$ cat src/rtl/mem_arbiter_pkg.sv
// Shared IDs and command fields for the icache/dcache memory-port arbiter.
// Pure declarations: no latency or backpressure of its own.
package mem_arbiter_pkg;

    localparam logic REQ_ICACHE = 1'b0;
    localparam logic REQ_DCACHE = 1'b1;

    localparam int unsigned MEM_DW = 32;

    typedef logic req_id_t;

    typedef struct packed {
        logic              ren;
        logic              wen;
        logic [MEM_DW-1:0] wdata;
    } mem_cmd_t;

endpackage

$ cat src/rtl/arb_owner_fifo.sv
// 1-bit owner-ID sync FIFO recording which cache issued each outstanding read.
// Head visible combinationally (0 latency); push while full is dropped unless a pop shares the cycle.
module arb_owner_fifo
    import mem_arbiter_pkg::*;
#(
    parameter int unsigned DEPTH = 4
) (
    input  logic    i_clk,
    input  logic    i_rst_n,
    input  logic    i_push,
    input  req_id_t i_push_dat,
    input  logic    i_pop,
    output req_id_t o_head_dat,
    output logic    o_full,
    output logic    o_empty
);

    localparam int unsigned PW = $clog2(DEPTH);
    localparam logic [PW-1:0] PTR_ONE  = PW'(1);
    localparam logic [PW:0]   CNT_ONE  = (PW+1)'(1);
    localparam logic [PW:0]   CNT_FULL = (PW+1)'(DEPTH);

    logic [DEPTH-1:0] mem_q,    mem_d;
    logic [PW-1:0]    wr_ptr_q, wr_ptr_d;
    logic [PW-1:0]    rd_ptr_q, rd_ptr_d;
    logic [PW:0]      count_q,  count_d;
    logic             push_ok;
    logic             pop_ok;

    assign o_full     = (count_q == CNT_FULL);
    assign o_empty    = (count_q == '0);
    assign o_head_dat = mem_q[rd_ptr_q];

    // A pop in the same cycle frees the slot the push lands in.
    assign push_ok = i_push & (~o_full | i_pop);
    assign pop_ok  = i_pop & ~o_empty;

    always_comb begin
        mem_d    = mem_q;
        wr_ptr_d = wr_ptr_q;
        rd_ptr_d = rd_ptr_q;
        count_d  = count_q;
        if (push_ok) begin
            mem_d[wr_ptr_q] = i_push_dat;
            wr_ptr_d        = wr_ptr_q + PTR_ONE;
        end
        if (pop_ok) begin
            rd_ptr_d = rd_ptr_q + PTR_ONE;
        end
        case ({push_ok, pop_ok})
            2'b10:   count_d = count_q + CNT_ONE;
            2'b01:   count_d = count_q - CNT_ONE;
            default: count_d = count_q;
        endcase
    end

    always_ff @(posedge i_clk) begin
        if (!i_rst_n) begin
            mem_q    <= '0;
            wr_ptr_q <= '0;
            rd_ptr_q <= '0;
            count_q  <= '0;
        end else begin
            mem_q    <= mem_d;
            wr_ptr_q <= wr_ptr_d;
            rd_ptr_q <= rd_ptr_d;
            count_q  <= count_d;
        end
    end

endmodule

$ cat src/rtl/mem_arbiter.sv
// Round-robin share of one memory port between icache (0) and dcache (1); 0-cycle request path.
// Backpressure: ready only with grant; reads held off while MAX_OUTST reads are outstanding.
module mem_arbiter
    import mem_arbiter_pkg::*;
#(
    parameter int unsigned MAX_OUTST = 4,
    parameter int unsigned AW        = 32
) (
    input  logic              i_clk,
    input  logic              i_rst_n,
    input  logic              i_r0_ren,
    input  logic              i_r0_wen,
    input  logic [AW-1:0]     i_r0_addr,
    input  logic [MEM_DW-1:0] i_r0_wdata,
    output logic              o_r0_ready,
    output logic              o_r0_valid,
    input  logic              i_r1_ren,
    input  logic              i_r1_wen,
    input  logic [AW-1:0]     i_r1_addr,
    input  logic [MEM_DW-1:0] i_r1_wdata,
    output logic              o_r1_ready,
    output logic              o_r1_valid,
    output logic [MEM_DW-1:0] o_rdata,
    input  logic              i_mem_ready,
    output logic [AW-1:0]     o_mem_addr,
    output logic              o_mem_ren,
    output logic              o_mem_wen,
    output logic [MEM_DW-1:0] o_mem_wdata,
    input  logic [MEM_DW-1:0] i_mem_rdata,
    input  logic              i_mem_valid,
    output logic              o_err
);

    req_id_t  last_q, last_d;
    logic     err_q,  err_d;

    logic     fifo_full;
    logic     fifo_empty;
    req_id_t  fifo_head;
    logic     fifo_push;
    req_id_t  fifo_push_dat;
    logic     fifo_pop;

    logic     elig0, elig1;
    logic     gnt0,  gnt1;
    mem_cmd_t r0_cmd, r1_cmd, gnt_cmd;

    // Full blocks reads even when a response pops this cycle, keeping the count bounded.
    always_comb begin
        elig0 = i_r0_wen | (i_r0_ren & ~fifo_full);
        elig1 = i_r1_wen | (i_r1_ren & ~fifo_full);
        gnt0  = 1'b0;
        gnt1  = 1'b0;
        if (i_mem_ready) begin
            if (elig0 && elig1) begin
                if (last_q == REQ_DCACHE) begin
                    gnt0 = 1'b1;
                end else begin
                    gnt1 = 1'b1;
                end
            end else begin
                gnt0 = elig0;
                gnt1 = elig1;
            end
        end
    end

    assign o_r0_ready = gnt0;
    assign o_r1_ready = gnt1;

    always_comb begin
        r0_cmd       = '{ren: i_r0_ren, wen: i_r0_wen, wdata: i_r0_wdata};
        r1_cmd       = '{ren: i_r1_ren, wen: i_r1_wen, wdata: i_r1_wdata};
        gnt_cmd      = '0;
        o_mem_addr   = '0;
        if (gnt0) begin
            gnt_cmd    = r0_cmd;
            o_mem_addr = i_r0_addr;
        end else if (gnt1) begin
            gnt_cmd    = r1_cmd;
            o_mem_addr = i_r1_addr;
        end
        o_mem_ren   = gnt_cmd.ren;
        o_mem_wen   = gnt_cmd.wen;
        o_mem_wdata = gnt_cmd.wdata;
    end

    always_comb begin
        fifo_push     = (gnt0 & i_r0_ren) | (gnt1 & i_r1_ren);
        fifo_push_dat = gnt1 ? REQ_DCACHE : REQ_ICACHE;
        fifo_pop      = i_mem_valid & ~fifo_empty;
        last_d        = last_q;
        if (gnt0) begin
            last_d = REQ_ICACHE;
        end else if (gnt1) begin
            last_d = REQ_DCACHE;
        end
        err_d = err_q | (i_mem_valid & fifo_empty);
    end

    assign o_r0_valid = fifo_pop & (fifo_head == REQ_ICACHE);
    assign o_r1_valid = fifo_pop & (fifo_head == REQ_DCACHE);
    assign o_rdata    = i_mem_rdata;
    assign o_err      = err_q;

    arb_owner_fifo #(
        .DEPTH (MAX_OUTST)
    ) u_owner_fifo (
        .i_clk      (i_clk),
        .i_rst_n    (i_rst_n),
        .i_push     (fifo_push),
        .i_push_dat (fifo_push_dat),
        .i_pop      (fifo_pop),
        .o_head_dat (fifo_head),
        .o_full     (fifo_full),
        .o_empty    (fifo_empty)
    );

    always_ff @(posedge i_clk) begin
        if (!i_rst_n) begin
            last_q <= REQ_ICACHE;
            err_q  <= 1'b0;
        end else begin
            last_q <= last_d;
            err_q  <= err_d;
        end
    end

endmodule

$ cat config.mk
export PLATFORM = sky130hd
export DESIGN_NAME = mem_arbiter
export DESIGN_NICKNAME = d
export VERILOG_FILES = /design/src/rtl/mem_arbiter_pkg.sv /design/src/rtl/arb_owner_fifo.sv /design/src/rtl/mem_arbiter.sv
export SDC_FILE = /design/constraint.sdc
export NUM_CORES = 1
export LEC_CHECK = 0
export ABC_AREA = 1
export CELL_PAD_IN_SITES_DETAIL_PLACEMENT = 1
export CELL_PAD_IN_SITES_GLOBAL_PLACEMENT = 2
export CORE_MARGIN = 4
export CORE_UTILIZATION = 11
export DETAILED_ROUTE_END_ITERATION = 8
export PLACE_DENSITY_LB_ADDON = 0.1
export SYNTH_ARGS = -nofsm -noshare
export SYNTH_HDL_FRONTEND = slang
export SYNTH_HIERARCHICAL = 1
export SYNTH_SLANG_ARGS = --single-unit
$ cat constraint.sdc
create_clock -name i_clk -period 5.93 [get_ports i_clk]
set_input_delay 0.8895 -clock i_clk [delete_from_list [all_inputs] [get_ports i_clk]]
set_output_delay 0.8895 -clock i_clk [all_outputs]
set_load 0.05 [all_outputs]
# Yosys cells after proc, flatten, opt, wreduce, memory -nomap -nowiden
# Index checks and enable logic that the tools add are counted.
# word_totals
mem_bits_rw,0
romBits,0
memories,0
ff_bits,13
word_cells,57
inputBits,168
output_inout_bits,103
latchBits,0
# classes
n_mul,0
n_reduce_logical,5
n_addsub,4
eq_ne,3
n_lt_le_gt_ge,3
n_div,0
n_bitwise,19
shifts,0
mux,17
# ops
op,count
$mux W34,2
$mux W32,2
$and A1 B1 Y1,10
$mux W1,9
$lt A2 B3 Y1 const B,2
$pmux W3 S2,1
$or A1 B1 Y1,5
$add A2 B1 Y2 const B,2
$bwmux W4,1
$not A1 Y1,4
$add A3 B1 Y3 const B,1
$eq A3 B3 Y1 const B,1
$logic_not A3 Y1,1
$sub A3 B1 Y3 const B,1
$bmux W1 S2,1
$demux W1 S2,1
$eq A2 B1 Y1 const B,1
$eq A2 B2 Y1 const B,1
$ge A2 B1 Y1 const B,1
$logic_and A1 B1 Y1,2
$reduce_bool A2 Y1,1
$reduce_or A2 Y1,1

# Depth between registers and ports, before layout
# logic_depth
depth_word,12
ltp_mapped,19
ltp_nobuf,17

# Modules after synthesis
# Netlist, hierarchy kept.
# modules_own_cells
mod,instances,area_per_inst_um2,cells_each
mem_arbiter,1,1515.2,289
arb_owner_fifo,1,671.9,96

# Worst setup path after synthesis
# Ideal clock, no wire load.
# synth_timing
path_kind,input -> output
from,input port i_mem_valid
to,output port o_r1_valid
slack_ns,2.959
path_stages,2
arrival_ns,2.082
path_cell_list,inv_1 nor3b_1
# synth_via
elab_chain_len,2
# synth_lines
item,line,text
start: declaration,mem_arbiter.sv:30,"input logic i_mem_valid,"
$and A1 B1 Y1,mem_arbiter.sv:91,fifo_pop = i_mem_valid & ~fifo_empty;
$and A1 B1 Y1,mem_arbiter.sv:102,assign o_r1_valid = fifo_pop & (fifo_head == REQ_DCACHE);
end: declaration,mem_arbiter.sv:22,"output logic o_r1_valid,"
# Every way passes these cells.

# Worst setup path in the final report
# layout_timing
from,input port i_r0_wen
to,output port o_mem_addr[14]
# layout_via
elab_chain_len,6
elab_cells_between_ends,8
cone_classes,mux (6); bitwise (1); reduce/logical (1)
# layout_lines
item,line,text
start: declaration,mem_arbiter.sv:12,"input logic i_r0_wen,"
$or A1 B1 Y1 *,mem_arbiter.sv:50,elig0 = i_r0_wen | (i_r0_ren & ~fifo_full);
$logic_and A1 B1 Y1,mem_arbiter.sv:55,if (elig0 && elig1) begin
$mux W1,mem_arbiter.sv:55,
$mux W1,mem_arbiter.sv:54,if (i_mem_ready) begin
$mux W32,mem_arbiter.sv:79,end else if (gnt1) begin
$mux W32 *,mem_arbiter.sv:76,if (gnt0) begin
end: declaration,mem_arbiter.sv:25,"output logic [AW-1:0] o_mem_addr,"
# Every way passes the cells marked *; elsewhere a longest branch is shown, timed or not.

==> run_results.csv <==
group,metric,value,unit
final_layout,post_route_insts_no_fill,804,
setup_path,critPathCaptureType,"output pin",
timing,final.period_utilization,75.44,%
clock_network,clockBufferDepth,2,
global_route,groute.usage.overall,10.49,%
placement,numPortBuffers,206,
timing,relSlewSlack,44.02,%
timing,setup-violations-final,0,
logic_synthesis,netlist.area_leader.share,31.12,%
setup_path,critical_path.max_fanout,38,
logic_synthesis,post_synth_instance_area,0.002187,mm^2
clock_network,h_tree_depth,1,
setup_path,cp-start-kind,"input pin",
logic_synthesis,syn-num-nets,559,
logic_synthesis,synthesis.instances,385,
floorplanning,die-area,0.02220,mm^2
global_route,grt-ovfl-total,0,
placement,dp.final_hpwl,9870,um
logic_synthesis,syn_area_per_cell,5.681,um^2
setup_path,cp_data_arrival_time,3580,ps
clock_network,worstSkewPairLatency,240,ps
logic_synthesis,number_of_synthesized_flops_with_an_enable_pin,0,
drt,vias_per_cell,3.864,
clock_network,post_cts_resized,0,
setup_path,worst_path_largest_cell_delay,840,ps
clock_network,tritoncts.num_buffers,3,
floorplanning,rows,51,
drt,dr_wl_cell,15.63,um
setup_path,cp_cell_sequence,"clkdlybuf4s50_1 -> inv_2 -> nand2_1 -> nand2_2 -> buf_4 -> nand3_1 -> nand2_1 -> clkdlybuf4s50_1",
drt,drt_iter0_markers,76,
timing,final_period_minus_worst_setup_slack,4473,ps
logic_synthesis,synth-warning-count,6,
final_layout,flow.area_growth_from_synthesis,96.05,%
power_and_ir_drop,irDropWorstVdd,0.0001009,V
drt,finalWirelength,12570,um
logic_synthesis,ys.flop_type,"dfxtp_1",
drt,ant_nets,0,
clock_network,cts_num_sinks,13,
final_layout,finish.instance_area,0.004288,mm^2
setup_path,gate_family_responsible_for_the_most_delay_along_the_worst_path,"buffers and inverters",
clock_network,post_cts_hold_buffer_count,0,
floorplanning,core,0.01953,mm^2
job,maxCapViolCount,0,
final_layout,design.final.nets,713,
hold_path,hp-class,"flip-flop to flip-flop",
setup_path,path_class,"input pin to output pin",
placement,placement.cell_area,0.004207,mm^2
timing,tightest_slew,836.7,ps
floorplanning,die_w,149.0,um
timing,worst_clock_skew,1.969,ps
floorplanning,floorplan.io_pins,271,
setup_path,cpMaxStageDelayCell,"clkdlybuf4s50_1",
clock_network,postCtsSetupBuffers,0,
setup_path,critical_path.n_buffers_inverters,4,
global_route,grt_start_max_net_pins,67,
global_route,grt_first_pass_wirelength,18660,um
timing,hold_ws,507.1,ps
logic_synthesis,ys_seq_area_share,11.90,%
logic_synthesis,synth.ff_latch_count,13,
global_route,grt_antenna_before_repair,1,
drt,routed-via-count,3107,
timing,grt_setup_unrepaired,"false",
logic_synthesis,synth.area.top_cells,"nand3_1 (31%), buf_4 (17%), nand2_1 (15%)",
logic_synthesis,synth.largest_area_cell,"nand3_1",
timing,finalHoldViolations,0,
drt,drcViolationCount,0,
floorplanning,die_span_y,149.0,um
drt,firstDrtPassIters,4,
placement,numPlacedInstances,799,
final_layout,layout-drive-gt1-share,4.461,%
timing,max_clock_freq,223.5,MHz
power_and_ir_drop,p_per_area,181.5,mW/mm^2
floorplanning,start_util,11.20,%
clock_network,cts_root_buffer,"clkbuf_16",
setup_path,worst_ep_required_time,5040,ps
outcome,run_status,"finished clean",
timing,setup_tns_final,0,ps
timing,pins_over_their_slew_limit,0,
placement,gp_routability_congestion,0.6820,
clock_network,cts_tree,"yes",
logic_synthesis,synthMostInstantiatedCell,"nand3_1",
logic_synthesis,commonest_cells_in_the_synthesized_netlist,"nand3_1 (136), nand2_1 (90), buf_4 (50)",
clock_network,path_clk_slew,50,ps
logic_synthesis,netlist-cell-type-count,26,
logic_synthesis,async_flop_share,0,%
power_and_ir_drop,cellLeakagePower,1.801,nW
global_route,grt_pass1_vias,3271,
routing by layer:
| metal | GRT usage, % | part of all wire, % | up-vias |
|---|---|---|---|
| met3 | 2.735 | 7.7 | 20 |
| met5 | 0 | 0 | - |
| met2 | 17.63 | 46 | 139 |
| met1 | 13.23 | 44 | 1407 |
| li1 | - | - | 1541 |
| met4 | 3.066 | 2.2 | 0 |
per-stage QoR:
stage	utilization, %	power (mW)	setup WS (ps)
floorplan	-	0.4912	2959
global placement	21.54	0.6599	1412
detailed placement	21.54	0.6602	1375
CTS	21.95	0.7962	1362
global route	21.96	0.8296	1200
finish	21.96	0.7782	1457
layout make-up:
type / instances / area [um^2]
clock buffers: 4 / 78.83
flip-flops and latches: 13 / 260.3
multi-input cells: 280 / 1390
inverters: 30 / 112.6
diodes: 1 / 2.502
well taps: 265 / 331.6
repair buffers: 211 / 2112
fillers: 2427 / 15240
path summary, 6_finish.rpt:
path	start	to	slack (ps)	cells after the start
worst min-delay path	o_err	o_err	510	2
worst min register to register	o_err	o_err	510	2
worst max register to register	u_owner_fifo/count_q[2]	u_owner_fifo/count_q[2]	2660	17
worst max-delay path	i_r0_wen	o_mem_addr[14]	1460	8
power by group:
part | switching [mW] | internal, mW | total (mW) | leakage (nW)
clock network | 0.0387 | 0.0909 | 0.130 | 0.0382
logic | 0.333 | 0.208 | 0.541 | 1.66
registers | 0.00991 | 0.0975 | 0.107 | 0.106
tightest hold or removal path, cell delays in order (launching register included):
cell	delay [ps]
dfxtp_1	330
a21oi_1	40
nor2_1	90
flip-flops by register name, summed over array words and instances (netlist names):
name	count
u_owner_fifo/count_q	3
u_owner_fifo/mem_q	4
last_q	1
u_owner_fifo/rd_ptr_q	2
u_owner_fifo/wr_ptr_q	2
o_err	1
layout by cell type (no fill, tap or decap), drive strengths merged, types with 2 or more instances in the layout:
cell,instances
ha,5
a21oi,9
inv,30
nand3,138
dfxtp,13
o21ai,7
clkdlybuf4s50,206
nor3,2
buf,5
nor2,18
nand2,93
clkbuf,4
nand4,4
kinds of logic after synthesis:
family          Yosys count  synth area share (%)
buf+inv                  92                 25.46
compound gates           17                 4.291
simple gates            257                 54.58
flops                    13                 11.90
fa+ha+maj                 6                 3.776
No activity file was read; power rests on OpenSTA's default activity.
==> RTL change (same flow settings) <==
`AW`: 32 -> 16.
--- a/src/rtl/mem_arbiter.sv
+++ b/src/rtl/mem_arbiter.sv
@@ -5,5 +5,5 @@
 #(
     parameter int unsigned MAX_OUTST = 4,
-    parameter int unsigned AW        = 32
+    parameter int unsigned AW        = 16
 ) (
     input  logic              i_clk,
Ports: changed (resized i_r0_addr, i_r1_addr and o_mem_addr); port bits go from 271 to 223. No check against the original RTL was run, so the function may have changed too.
==> RTL change against the original RTL <==
  * Clock skew is 0.0015 ns higher
  * Sequential share of layout area is 1.2 points higher
  * Sequential cell count stayed put
  * Area after synthesis is 9.6% lower
  * Cell area is 17% lower
  * Fmax is 2.0% higher
  * Wire length is 18% lower
  * Worst setup slack better by 0.087 ns
  * Power is 13% lower
  * Critical path type unchanged
==> RTL change: results (changes against the original RTL) <==
Cell row count: 48 (was 51)
Post-DP HPWL: 8.24 mm (was 9.87 mm)
Crit path max fanout: 32 (was 38)
Syn Nets: 471 (was 559)
Worst clock skew: 0.00345 ns (was 0.00197 ns)
Ranking of synthesized cells by area: nand3_1 (24%), nand2_1 (14%), dfxtp_1 (13%) (was nand3_1 (31%), buf_4 (17%), nand2_1 (15%))
Largest net degree at the start of global routing: 34 (was 67)
Sequential area share after synthesis: 0.132 (was 0.119)
Gpl congestion: 0.710 (was 0.682)
P_leak: 1.50 nW (was 1.80 nW)
Status: completed (unchanged)
Cell variety after synth: 27 (was 26)
Max Clk Rate: 228 MHz (was 224 MHz)
Total Wirelength: 10.4 mm (was 12.6 mm)
Antenna Cells: 0 (was 1)
Total Routing Usage GR: 0.0956 (was 0.105)
Top post-synthesis cells by count: nand3_1 (94), nand2_1 (72), buf_4 (33) (was nand3_1 (136), nand2_1 (90), buf_4 (50))
Worst vdd ir: 0.0000837 V (was 0.000101 V)
FF-to-FF End: u_owner_fifo/count_q[1] (was u_owner_fifo/count_q[2])
Layout cells sized above 1: 0.0745 (was 0.0446)
Post-Place Cells: 664 (was 799)
Final Non-Filler Cells: 668 (was 804)
Final #Nets: 586 (was 713)
CP Data Arrival Time: 3.50 ns (was 3.58 ns)
Least-Margin Pin Slew: 0.704 ns (was 0.837 ns)
Port Buffers: 158 (was 206)
DRT iter0 DRCs: 56 (was 76)
Syn avg cell area: 6.01 sq um (was 5.68 sq um)
Vias: 2,550 (was 3,107)
Reg2Reg Depth: 14 (was 17)
First-pass GRT wire length: 15.6 mm (was 18.7 mm)
[RTL change: cell count changes after synthesis, moves of 2 or more]
cell | before | now
inv_2 | 5 | 3
nand3_1 | 136 | 94
buf_2 | 10 | 16
inv_1 | 25 | 27
buf_6 | 1 | 4
nand2_2 | 2 | 4
nand3_2 | 1 | 11
buf_4 | 50 | 33
nand2_1 | 90 | 72
[RTL change: routing by layer]
| metal | track usage | up-vias | routed length (um) |
|---|---|---|---|
| met2 | 0.155 | 106 | 4670 |
| met4 | 0.0157 | 0 | 123 |
| met3 | 0.0175 | 14 | 593 |
| met5 | 0 | - | 0 |
| li1 | - | 1272 | - |
| met1 | 0.134 | 1158 | 4980 |
[RTL change: kinds of logic after synthesis]
kind of cell | share of synthesized area
buffers and inverters | 0.256
adders and majority gates | 0.0417
DFF | 0.132
and+or+nand+nor | 0.520
AOI/OAI and AO/OA | 0.0512
[RTL change: per-stage QoR]
stage	util	hold slack (ns)
floorplan	-	0.483
global placement	0.200	0.456
detailed placement	0.200	0.465
CTS	0.205	0.478
global route	0.205	0.504
finish	0.205	0.465
[RTL change: worst max path at each step]
stage / startpoint / endpoint / cells after the start
after global placement: i_r0_ren / o_mem_wdata[2] / 8
after floorplan: i_mem_valid / o_r1_valid / 2
final: i_r0_ren / o_mem_addr[14] / 8
after global routing: i_r0_ren / o_mem_addr[14] / 8
after detailed placement: i_r0_ren / o_mem_wdata[3] / 8
after CTS: i_r0_ren / o_mem_wdata[3] / 8
[RTL change: layout make-up]
type | instances | area (sq um)
fill | 2142 | 13900
timing repair buffer | 164 | 1630
multi-input combinational | 232 | 1220
tap | 225 | 282
sequential | 13 | 260
inverter | 30 | 113
clock buffer | 4 | 78.8
[RTL change: critical path: cells and delay by family]
kind          cells  cell delay [ns]
buf+inv           3             1.66
simple gates      5             0.94
